**config.mk**
```make
export PLATFORM = sky130hd
export DESIGN_NAME = use_dispatch_arbiter_flat
export DESIGN_NICKNAME = d
export VERILOG_FILES = /design/src/rtl/use_dispatch_pkg.sv /design/src/rtl/use_dispatch_arbiter_if.sv /design/src/rtl/use_dispatch_arbiter_order_fifo.sv /design/src/rtl/use_dispatch_arbiter.sv /design/src/flat_wrapper.sv
export SDC_FILE = /design/constraint.sdc
export NUM_CORES = 1
export LEC_CHECK = 0
export CAP_MARGIN = 15
export CORE_AREA = 2 2 669 671
export CTS_CLUSTER_SIZE = 16
export DETAILED_ROUTE_END_ITERATION = 10
export DIE_AREA = 0 0 671 673
export SLEW_MARGIN = 30
export SYNTH_ARGS = -nofsm -noshare
export SYNTH_HDL_FRONTEND = slang
export SYNTH_HIERARCHICAL = 1
export SYNTH_SLANG_ARGS = --single-unit
```
**constraint.sdc**
```tcl
create_clock -name clk -period 3.2 [get_ports clk]
set_input_delay 0.64 -clock clk [delete_from_list [all_inputs] [get_ports clk]]
set_output_delay 0.64 -clock clk [all_outputs]
set_load 0.02 [all_outputs]
```
**src/rtl/use_dispatch_pkg.sv**
```systemverilog
// Shared width helpers and record type for the stream-element to compression-engine dispatch path.
package use_dispatch_pkg;

  function automatic int count_width(input int max_bytes);
    return $clog2(max_bytes + 32'sd1);
  endfunction

  // A single engine still needs a 1-bit id so the order FIFO stays non-degenerate.
  function automatic int id_width(input int num_ids);
    return (num_ids > 32'sd1) ? $clog2(num_ids) : 32'sd1;
  endfunction

  localparam int DEFAULT_MAX_BYTES = 34;
  localparam int DEFAULT_COUNT_W   = count_width(DEFAULT_MAX_BYTES);

  typedef struct packed {
    logic [DEFAULT_MAX_BYTES*8-1:0] data;
    logic [DEFAULT_COUNT_W-1:0]     byte_count;
  } record_t;

endpackage

```
**src/rtl/use_dispatch_arbiter_if.sv**
```systemverilog
// Record, engine handshake and order-log bundle between the USE array, the arbiter and the CEs.
interface use_dispatch_arbiter_if
  import use_dispatch_pkg::*;
#(
  parameter int NUM_STREAM_ELEMENTS      = 4,
  parameter int NUM_COMPRESSION_ELEMENTS = 2,
  parameter int MAX_UNCOMPRESSED_BYTES   = 34
);
  localparam int CW = count_width(MAX_UNCOMPRESSED_BYTES);
  localparam int IW = id_width(NUM_COMPRESSION_ELEMENTS);
  localparam int DW = MAX_UNCOMPRESSED_BYTES * 8;

  logic [NUM_STREAM_ELEMENTS-1:0][DW-1:0]      use_data;
  logic [NUM_STREAM_ELEMENTS-1:0][CW-1:0]      use_byte_count;
  logic [NUM_STREAM_ELEMENTS-1:0]              use_taken;
  logic [NUM_COMPRESSION_ELEMENTS-1:0][DW-1:0] ce_data;
  logic [NUM_COMPRESSION_ELEMENTS-1:0][CW-1:0] ce_byte_count;
  logic [NUM_COMPRESSION_ELEMENTS-1:0]         ce_valid;
  logic [NUM_COMPRESSION_ELEMENTS-1:0]         ce_ready;
  logic [IW-1:0]                               order_id;
  logic                                        order_valid;
  logic                                        order_ready;
  logic [31:0]                                 dispatch_count;

  modport master (
    input  use_data, use_byte_count, ce_ready, order_ready,
    output use_taken, ce_data, ce_byte_count, ce_valid, order_id, order_valid, dispatch_count
  );

  modport slave (
    output use_data, use_byte_count, ce_ready, order_ready,
    input  use_taken, ce_data, ce_byte_count, ce_valid, order_id, order_valid, dispatch_count
  );

endinterface

```
**src/rtl/use_dispatch_arbiter_order_fifo.sv**
```systemverilog
// Synchronous FIFO logging the engine index of each dispatched record, oldest at the head.
module dispatch_order_fifo #(
  parameter int DEPTH = 8,
  parameter int WIDTH = 1
) (
  input  logic             clk,
  input  logic             reset,
  input  logic             push,
  input  logic [WIDTH-1:0] push_data,
  input  logic             pop,
  output logic             full,
  output logic             valid,
  output logic [WIDTH-1:0] head
);
  localparam int AW = $clog2(DEPTH);
  localparam logic [AW:0] PTR_ONE = (AW+1)'(1'b1);

  logic [AW:0]                 wr_ptr_q, wr_ptr_d;
  logic [AW:0]                 rd_ptr_q, rd_ptr_d;
  logic [DEPTH-1:0][WIDTH-1:0] mem_q, mem_d;
  logic                        empty_s;
  logic                        full_s;

  // The extra pointer MSB separates full (wrapped) from empty (equal).
  assign empty_s = (wr_ptr_q == rd_ptr_q);
  assign full_s  = (wr_ptr_q[AW] != rd_ptr_q[AW]) && (wr_ptr_q[AW-1:0] == rd_ptr_q[AW-1:0]);

  always_comb begin
    mem_d    = mem_q;
    wr_ptr_d = wr_ptr_q;
    rd_ptr_d = rd_ptr_q;
    if (push && !full_s) begin
      mem_d[wr_ptr_q[AW-1:0]] = push_data;
      wr_ptr_d                = wr_ptr_q + PTR_ONE;
    end else begin
      wr_ptr_d = wr_ptr_q;
    end
    if (pop && !empty_s) begin
      rd_ptr_d = rd_ptr_q + PTR_ONE;
    end else begin
      rd_ptr_d = rd_ptr_q;
    end
  end

  always_ff @(posedge clk or negedge reset) begin
    if (!reset) begin
      wr_ptr_q <= '0;
      rd_ptr_q <= '0;
      mem_q    <= '0;
    end else begin
      wr_ptr_q <= wr_ptr_d;
      rd_ptr_q <= rd_ptr_d;
      mem_q    <= mem_d;
    end
  end

  assign full  = full_s;
  assign valid = !empty_s;
  assign head  = mem_q[rd_ptr_q[AW-1:0]];

endmodule

```
**src/rtl/use_dispatch_arbiter.sv**
```systemverilog
// Pulls records from the USE ring in strict token order and hands each to the next free
// compression engine, logging the engine index so the return path can restore stream order.
module use_dispatch_arbiter
  import use_dispatch_pkg::*;
#(
  parameter int NUM_STREAM_ELEMENTS      = 4,
  parameter int NUM_COMPRESSION_ELEMENTS = 2,
  parameter int MAX_UNCOMPRESSED_BYTES   = 34,
  parameter int ORDER_FIFO_DEPTH         = 8
) (
  input  logic                  clk,
  input  logic                  reset,
  use_dispatch_arbiter_if.master bus
);
  localparam int CW = count_width(MAX_UNCOMPRESSED_BYTES);
  localparam int IW = id_width(NUM_COMPRESSION_ELEMENTS);
  localparam int PW = $clog2(NUM_STREAM_ELEMENTS);
  localparam int DW = MAX_UNCOMPRESSED_BYTES * 8;
  localparam logic [PW-1:0] LAST_USE = PW'(NUM_STREAM_ELEMENTS - 1);
  localparam logic [IW-1:0] LAST_CE  = IW'(NUM_COMPRESSION_ELEMENTS - 1);

  typedef struct packed {
    logic [DW-1:0] data;
    logic [CW-1:0] byte_count;
  } slot_t;

  logic [PW-1:0]                         use_ptr_q, use_ptr_d;
  logic [IW-1:0]                         eng_ptr_q, eng_ptr_d;
  logic [NUM_COMPRESSION_ELEMENTS-1:0]   ce_valid_q, ce_valid_d;
  slot_t [NUM_COMPRESSION_ELEMENTS-1:0]  slot_q, slot_d;
  logic [31:0]                           dispatch_count_q, dispatch_count_d;
  logic [CW-1:0]                         cur_count_s;
  logic [IW-1:0]                         sel_s;
  logic                                  found_s;
  logic                                  dispatch_s;
  logic                                  fifo_full_s;
  logic                                  fifo_valid_s;
  logic [IW-1:0]                         fifo_head_s;
  logic [NUM_STREAM_ELEMENTS-1:0]        use_taken_s;

  // Free-slot scan is based on registered valids, so a slot drained this cycle waits a cycle.
  always_comb begin
    found_s = 1'b0;
    sel_s   = '0;
    for (int i = 0; i < NUM_COMPRESSION_ELEMENTS; i++) begin
      if (!found_s && !ce_valid_q[(int'(eng_ptr_q) + i) % NUM_COMPRESSION_ELEMENTS]) begin
        found_s = 1'b1;
        sel_s   = IW'((int'(eng_ptr_q) + i) % NUM_COMPRESSION_ELEMENTS);
      end else begin
        found_s = found_s;
      end
    end
  end

  // Reset gates the take pulse so no USE releases a record while the arbiter is held.
  assign cur_count_s = bus.use_byte_count[use_ptr_q];
  assign dispatch_s  = reset && (cur_count_s != '0) && found_s && !fifo_full_s;

  always_comb begin
    use_taken_s      = '0;
    use_ptr_d        = use_ptr_q;
    eng_ptr_d        = eng_ptr_q;
    ce_valid_d       = ce_valid_q;
    slot_d           = slot_q;
    dispatch_count_d = dispatch_count_q;
    for (int e = 0; e < NUM_COMPRESSION_ELEMENTS; e++) begin
      if (ce_valid_q[e] && bus.ce_ready[e]) begin
        ce_valid_d[e] = 1'b0;
      end else begin
        ce_valid_d[e] = ce_valid_q[e];
      end
    end
    if (dispatch_s) begin
      use_taken_s[use_ptr_q]  = 1'b1;
      ce_valid_d[sel_s]       = 1'b1;
      slot_d[sel_s].data      = bus.use_data[use_ptr_q];
      slot_d[sel_s].byte_count = cur_count_s;
      use_ptr_d = (use_ptr_q == LAST_USE) ? '0 : use_ptr_q + PW'(1'b1);
      eng_ptr_d = (sel_s == LAST_CE) ? '0 : sel_s + IW'(1'b1);
      if (dispatch_count_q != 32'hFFFF_FFFF) begin
        dispatch_count_d = dispatch_count_q + 32'd1;
      end else begin
        dispatch_count_d = dispatch_count_q;
      end
    end else begin
      use_taken_s = '0;
    end
  end

  always_ff @(posedge clk or negedge reset) begin
    if (!reset) begin
      use_ptr_q        <= '0;
      eng_ptr_q        <= '0;
      ce_valid_q       <= '0;
      slot_q           <= '0;
      dispatch_count_q <= 32'd0;
    end else begin
      use_ptr_q        <= use_ptr_d;
      eng_ptr_q        <= eng_ptr_d;
      ce_valid_q       <= ce_valid_d;
      slot_q           <= slot_d;
      dispatch_count_q <= dispatch_count_d;
    end
  end

  dispatch_order_fifo #(
    .DEPTH (ORDER_FIFO_DEPTH),
    .WIDTH (IW)
  ) u_order_fifo (
    .clk       (clk),
    .reset     (reset),
    .push      (dispatch_s),
    .push_data (sel_s),
    .pop       (bus.order_ready),
    .full      (fifo_full_s),
    .valid     (fifo_valid_s),
    .head      (fifo_head_s)
  );

  for (genvar e = 0; e < NUM_COMPRESSION_ELEMENTS; e++) begin : g_ce_out
    assign bus.ce_data[e]       = slot_q[e].data;
    assign bus.ce_byte_count[e] = slot_q[e].byte_count;
  end

  assign bus.ce_valid       = ce_valid_q;
  assign bus.use_taken      = use_taken_s;
  assign bus.order_valid    = fifo_valid_s;
  assign bus.order_id       = fifo_head_s;
  assign bus.dispatch_count = dispatch_count_q;

endmodule

```
**src/flat_wrapper.sv**
```systemverilog
// flat-port wrapper written by rule: the top's interface ports become plain ports
module use_dispatch_arbiter_flat import use_dispatch_pkg::*;
#(
  parameter int NUM_STREAM_ELEMENTS      = 4,
  parameter int NUM_COMPRESSION_ELEMENTS = 2,
  parameter int MAX_UNCOMPRESSED_BYTES   = 34,
  parameter int ORDER_FIFO_DEPTH         = 8
)
  (clk, reset, bus_use_data, bus_use_byte_count, bus_ce_ready, bus_order_ready, bus_use_taken, bus_ce_data, bus_ce_byte_count, bus_ce_valid, bus_order_id, bus_order_valid, bus_dispatch_count);
  use_dispatch_arbiter_if #(.NUM_STREAM_ELEMENTS(NUM_STREAM_ELEMENTS), .NUM_COMPRESSION_ELEMENTS(NUM_COMPRESSION_ELEMENTS), .MAX_UNCOMPRESSED_BYTES(MAX_UNCOMPRESSED_BYTES)) bus_i ();
  input  logic clk;
  input  logic reset;
  input wire logic [$bits(bus_i.use_data)-1:0] bus_use_data;
  input wire logic [$bits(bus_i.use_byte_count)-1:0] bus_use_byte_count;
  input wire logic [$bits(bus_i.ce_ready)-1:0] bus_ce_ready;
  input wire logic [$bits(bus_i.order_ready)-1:0] bus_order_ready;
  output wire logic [$bits(bus_i.use_taken)-1:0] bus_use_taken;
  output wire logic [$bits(bus_i.ce_data)-1:0] bus_ce_data;
  output wire logic [$bits(bus_i.ce_byte_count)-1:0] bus_ce_byte_count;
  output wire logic [$bits(bus_i.ce_valid)-1:0] bus_ce_valid;
  output wire logic [$bits(bus_i.order_id)-1:0] bus_order_id;
  output wire logic [$bits(bus_i.order_valid)-1:0] bus_order_valid;
  output wire logic [$bits(bus_i.dispatch_count)-1:0] bus_dispatch_count;
  assign bus_i.use_data = bus_use_data;
  assign bus_i.use_byte_count = bus_use_byte_count;
  assign bus_i.ce_ready = bus_ce_ready;
  assign bus_i.order_ready = bus_order_ready;
  assign bus_use_taken = bus_i.use_taken;
  assign bus_ce_data = bus_i.ce_data;
  assign bus_ce_byte_count = bus_i.ce_byte_count;
  assign bus_ce_valid = bus_i.ce_valid;
  assign bus_order_id = bus_i.order_id;
  assign bus_order_valid = bus_i.order_valid;
  assign bus_dispatch_count = bus_i.dispatch_count;
  use_dispatch_arbiter #(.NUM_STREAM_ELEMENTS(NUM_STREAM_ELEMENTS), .NUM_COMPRESSION_ELEMENTS(NUM_COMPRESSION_ELEMENTS), .MAX_UNCOMPRESSED_BYTES(MAX_UNCOMPRESSED_BYTES), .ORDER_FIFO_DEPTH(ORDER_FIFO_DEPTH)) u_core (.clk(clk), .reset(reset), .bus(bus_i));
endmodule
```
==> flow_summary.toml <==
[yosys]
synth-seq-cells = 609
synth_area_leaders = "dfrtp_1 (48%), mux2_4 (22%), mux4_2 (20%)"
yosys.area.top_type = "dfrtp_1"
synth.distinct_cells = 40
synth_edf_count = 0
synth.avg_cell_area_um2 = 17.8
yosysWarningCount = 6
synth_top_area_frac = 0.478
synthArstFlopShare = 1.00
syn_area_mm2 = 0.0319
yosysSeqAreaShare = 0.478
synthFlopType = "dfrtp_1"
synth_cells = 1795
syn_nets = 2919

[grt]
antenna_found_initial = 493
grt_max_degree = 130
grt_usage = 0.147
grt_pass1_wl_um = 404000
grt_pass1_vias = 27000
overflow = 0

[pwr]
peakVddDrop_v = 0.000482
leakage_nw = 22.0
totalPowerFinal_mw = 61.8
p_per_area_mw_per_mm2 = 1030

[cells_and_area]
final_util = 0.135
layout-drive-gt1-share = 0.311
final_common_cell = "clkdlybuf4s50_1"
fillCellCount = 49600
syn2layout_area_growth_pct = 88.1
final_cell_mix = "clkdlybuf4s50_1 (1701), dfrtp_1 (607), mux2_4 (469)"
multi_input_area_mm2 = 0.0157
fin_cells = 9689
register_area_mm2 = 0.0152
final_cell_area_mm2 = 0.0600
final_nets = 4726

[die]
core_area_mm2 = 0.444
initial_utilization = 0.0718
boundaryPins = 1713
dieArea_mm2 = 0.452
std_cell_rows = 245
die_h_um = 673
fp.dieW_um = 671

[cts]
htree_num_levels = 3
cts.path.max_buffers = 4
cts_buffers = 82
clock-root-buffer = "clkbuf_16"
clkTransAtPathRegs_ns = 0.08
clock_latency_ns = 0.81
hold_buffers = 0
cts_sinks = 609
cts_tree = "built"

[sta]
min_period_ns = 3.50
setup_violations = 4
hold_violations = 0
max_freq_mhz = 286
fin_crit_sh = 1.09
clock_skew_ns = 0.0662
tightest_slew_ns = 0.832
slew_headroom = 0.445
fin_tns_setup_ns = -1.18
rsz0062_at_grt = "yes"
worst_slack_ns = -0.300
report.final.slew_viol_count = 0
hold-worst-slack_ns = 0.116

[critical_path]
crit_path_end_kind = "primary output"
crit_required_ns = 2.56
slowest_delay_ns = 0.48
path_cells = "buf_12 -> buf_6 -> mux4_2 -> nor2_4 -> a31oi_4 -> buf_12 -> and2_4 -> buf_6"
crit_type = "reg2out"
critical_path.max_fanout = 7
worstSetupStartpointType = "flop"
crit_family = "buffers and inverters"
critPathSlowestCell = "dfrtp_4"
arrival_ns = 2.86
path_buf_inv = 4

[detailed_routing]
drc_errors = 0
vias_per_cell = 2.90
vias = 28100
drt-total-wl_um = 344000
drt_iter0_markers = 2184
dr.pass1.iters = 5
ant_nets = 0
avgRoutedWirePerCell_um = 35.5

[min_path]
hold_path.class = "in2async"

[placed_design]
io_buffers = 1712
gp_congestion = 0.977
dp_slack_ns = -0.500
post-dp-hpwl_um = 310000
dpl.cell_count = 9436
place_area_mm2 = 0.0569

[outcome]
violations = "negative setup slack"
status = "finished with violations"

[job]
maxCapViolations = 0
## worst paths after layout
kind / cells after the start / slack [ns] / startpoint / end
setup reg to reg: 11 / 0.09 / u_core/use_ptr_q[0] / u_core/bus.ce_data[173]
hold reg to reg: 1 / 0.49 / u_core/u_order_fifo/mem_q[4] / u_core/u_order_fifo/mem_q[4]
setup / recovery: 8 / -0.30 / u_core/use_ptr_q[0] / bus_use_taken[2]
hold / removal: 3 / 0.12 / reset / u_core/use_ptr_q[0]
max in group asynchronous: 5 / 1.54 / reset / u_core/bus.ce_data[261]
min in group clk: 2 / 0.40 / bus_ce_ready[1] / u_core/bus.ce_valid[1]
## where the power goes
part,internal [mW],switching (mW)
clock network,5.37,3.99
logic,19.8,18.3
registers,11.7,2.66
## timing repair
action                                  in CTS  in global routing
gates cloned                                 1                  0
buffers inserted                             7                  2
pin swaps                                    6                  2
endpoints found under the setup margin     136                 22
resized for setup                           38                  2
## sequential cells by signal (all words and copies together) (netlist names)
name,flops
u_core/bus.ce_byte_count,12
u_core/bus.ce_data,544
u_core/bus.ce_valid,2
u_core/bus.dispatch_count,32
u_core/eng_ptr_q,1
u_core/u_order_fifo/mem_q,8
u_core/u_order_fifo/rd_ptr_q,4
u_core/u_order_fifo/wr_ptr_q,4
u_core/use_ptr_q,2
## cells by family after synthesis
family                   after synthesis  share of synthesized area
AO/OA/AOI/OAI                         15                    0.00330
XOR/XNOR                              40                     0.0110
adder cells (fa/ha/maj)                7                    0.00275
buffers and inverters                145                     0.0307
flip-flops                           609                      0.478
multiplexers                         844                      0.452
AND/OR/NAND/NOR                      135                     0.0223
## cell type report
type / count / area share
antenna: 99 / 0.00413
sequential: 609 / 0.254
timing repair buffer: 1858 / 0.311
tap: 5928 / 0.124
inverter: 10 / 0.000709
multi-input combinational: 1041 / 0.262
clock inverter: 22 / 0.00371
clock buffer: 122 / 0.0400
## routing by layer
metal  share of wire  track usage  wire length, µm  up-vias
met1            0.32        0.141           111000    13800
met2            0.46        0.240           159000     2147
met3            0.17        0.115            58600     1091
met5          0.0070            0             2390        -
met4           0.037       0.0431            12800      360
li1                -            -                -    10700
## worst min-delay path, stage by stage
cell,delay (ns)
buf_8,0.14
buf_4,0.16
buf_4,0.37
## Yosys cell counts, types with 2 or more instances
library cell / number
clkbuf_1: 54
mux4_2: 280
ha_1: 7
nand4_1: 19
o21ai_0: 5
inv_1: 9
nor2_1: 22
nor3_1: 10
buf_6: 55
xor2_1: 5
a22o_1: 4
mux2_4: 469
mux2_1: 5
nor4_1: 5
buf_2: 13
or4_1: 3
and4_1: 2
nand3_1: 24
and2_1: 6
dfrtp_1: 609
and3_1: 10
xnor2_1: 35
nor2b_1: 2
buf_1: 12
a31oi_1: 2
nand3b_1: 2
nand2_1: 24
mux2_2: 90
Note: power is estimated with default switching activity, not from simulation.
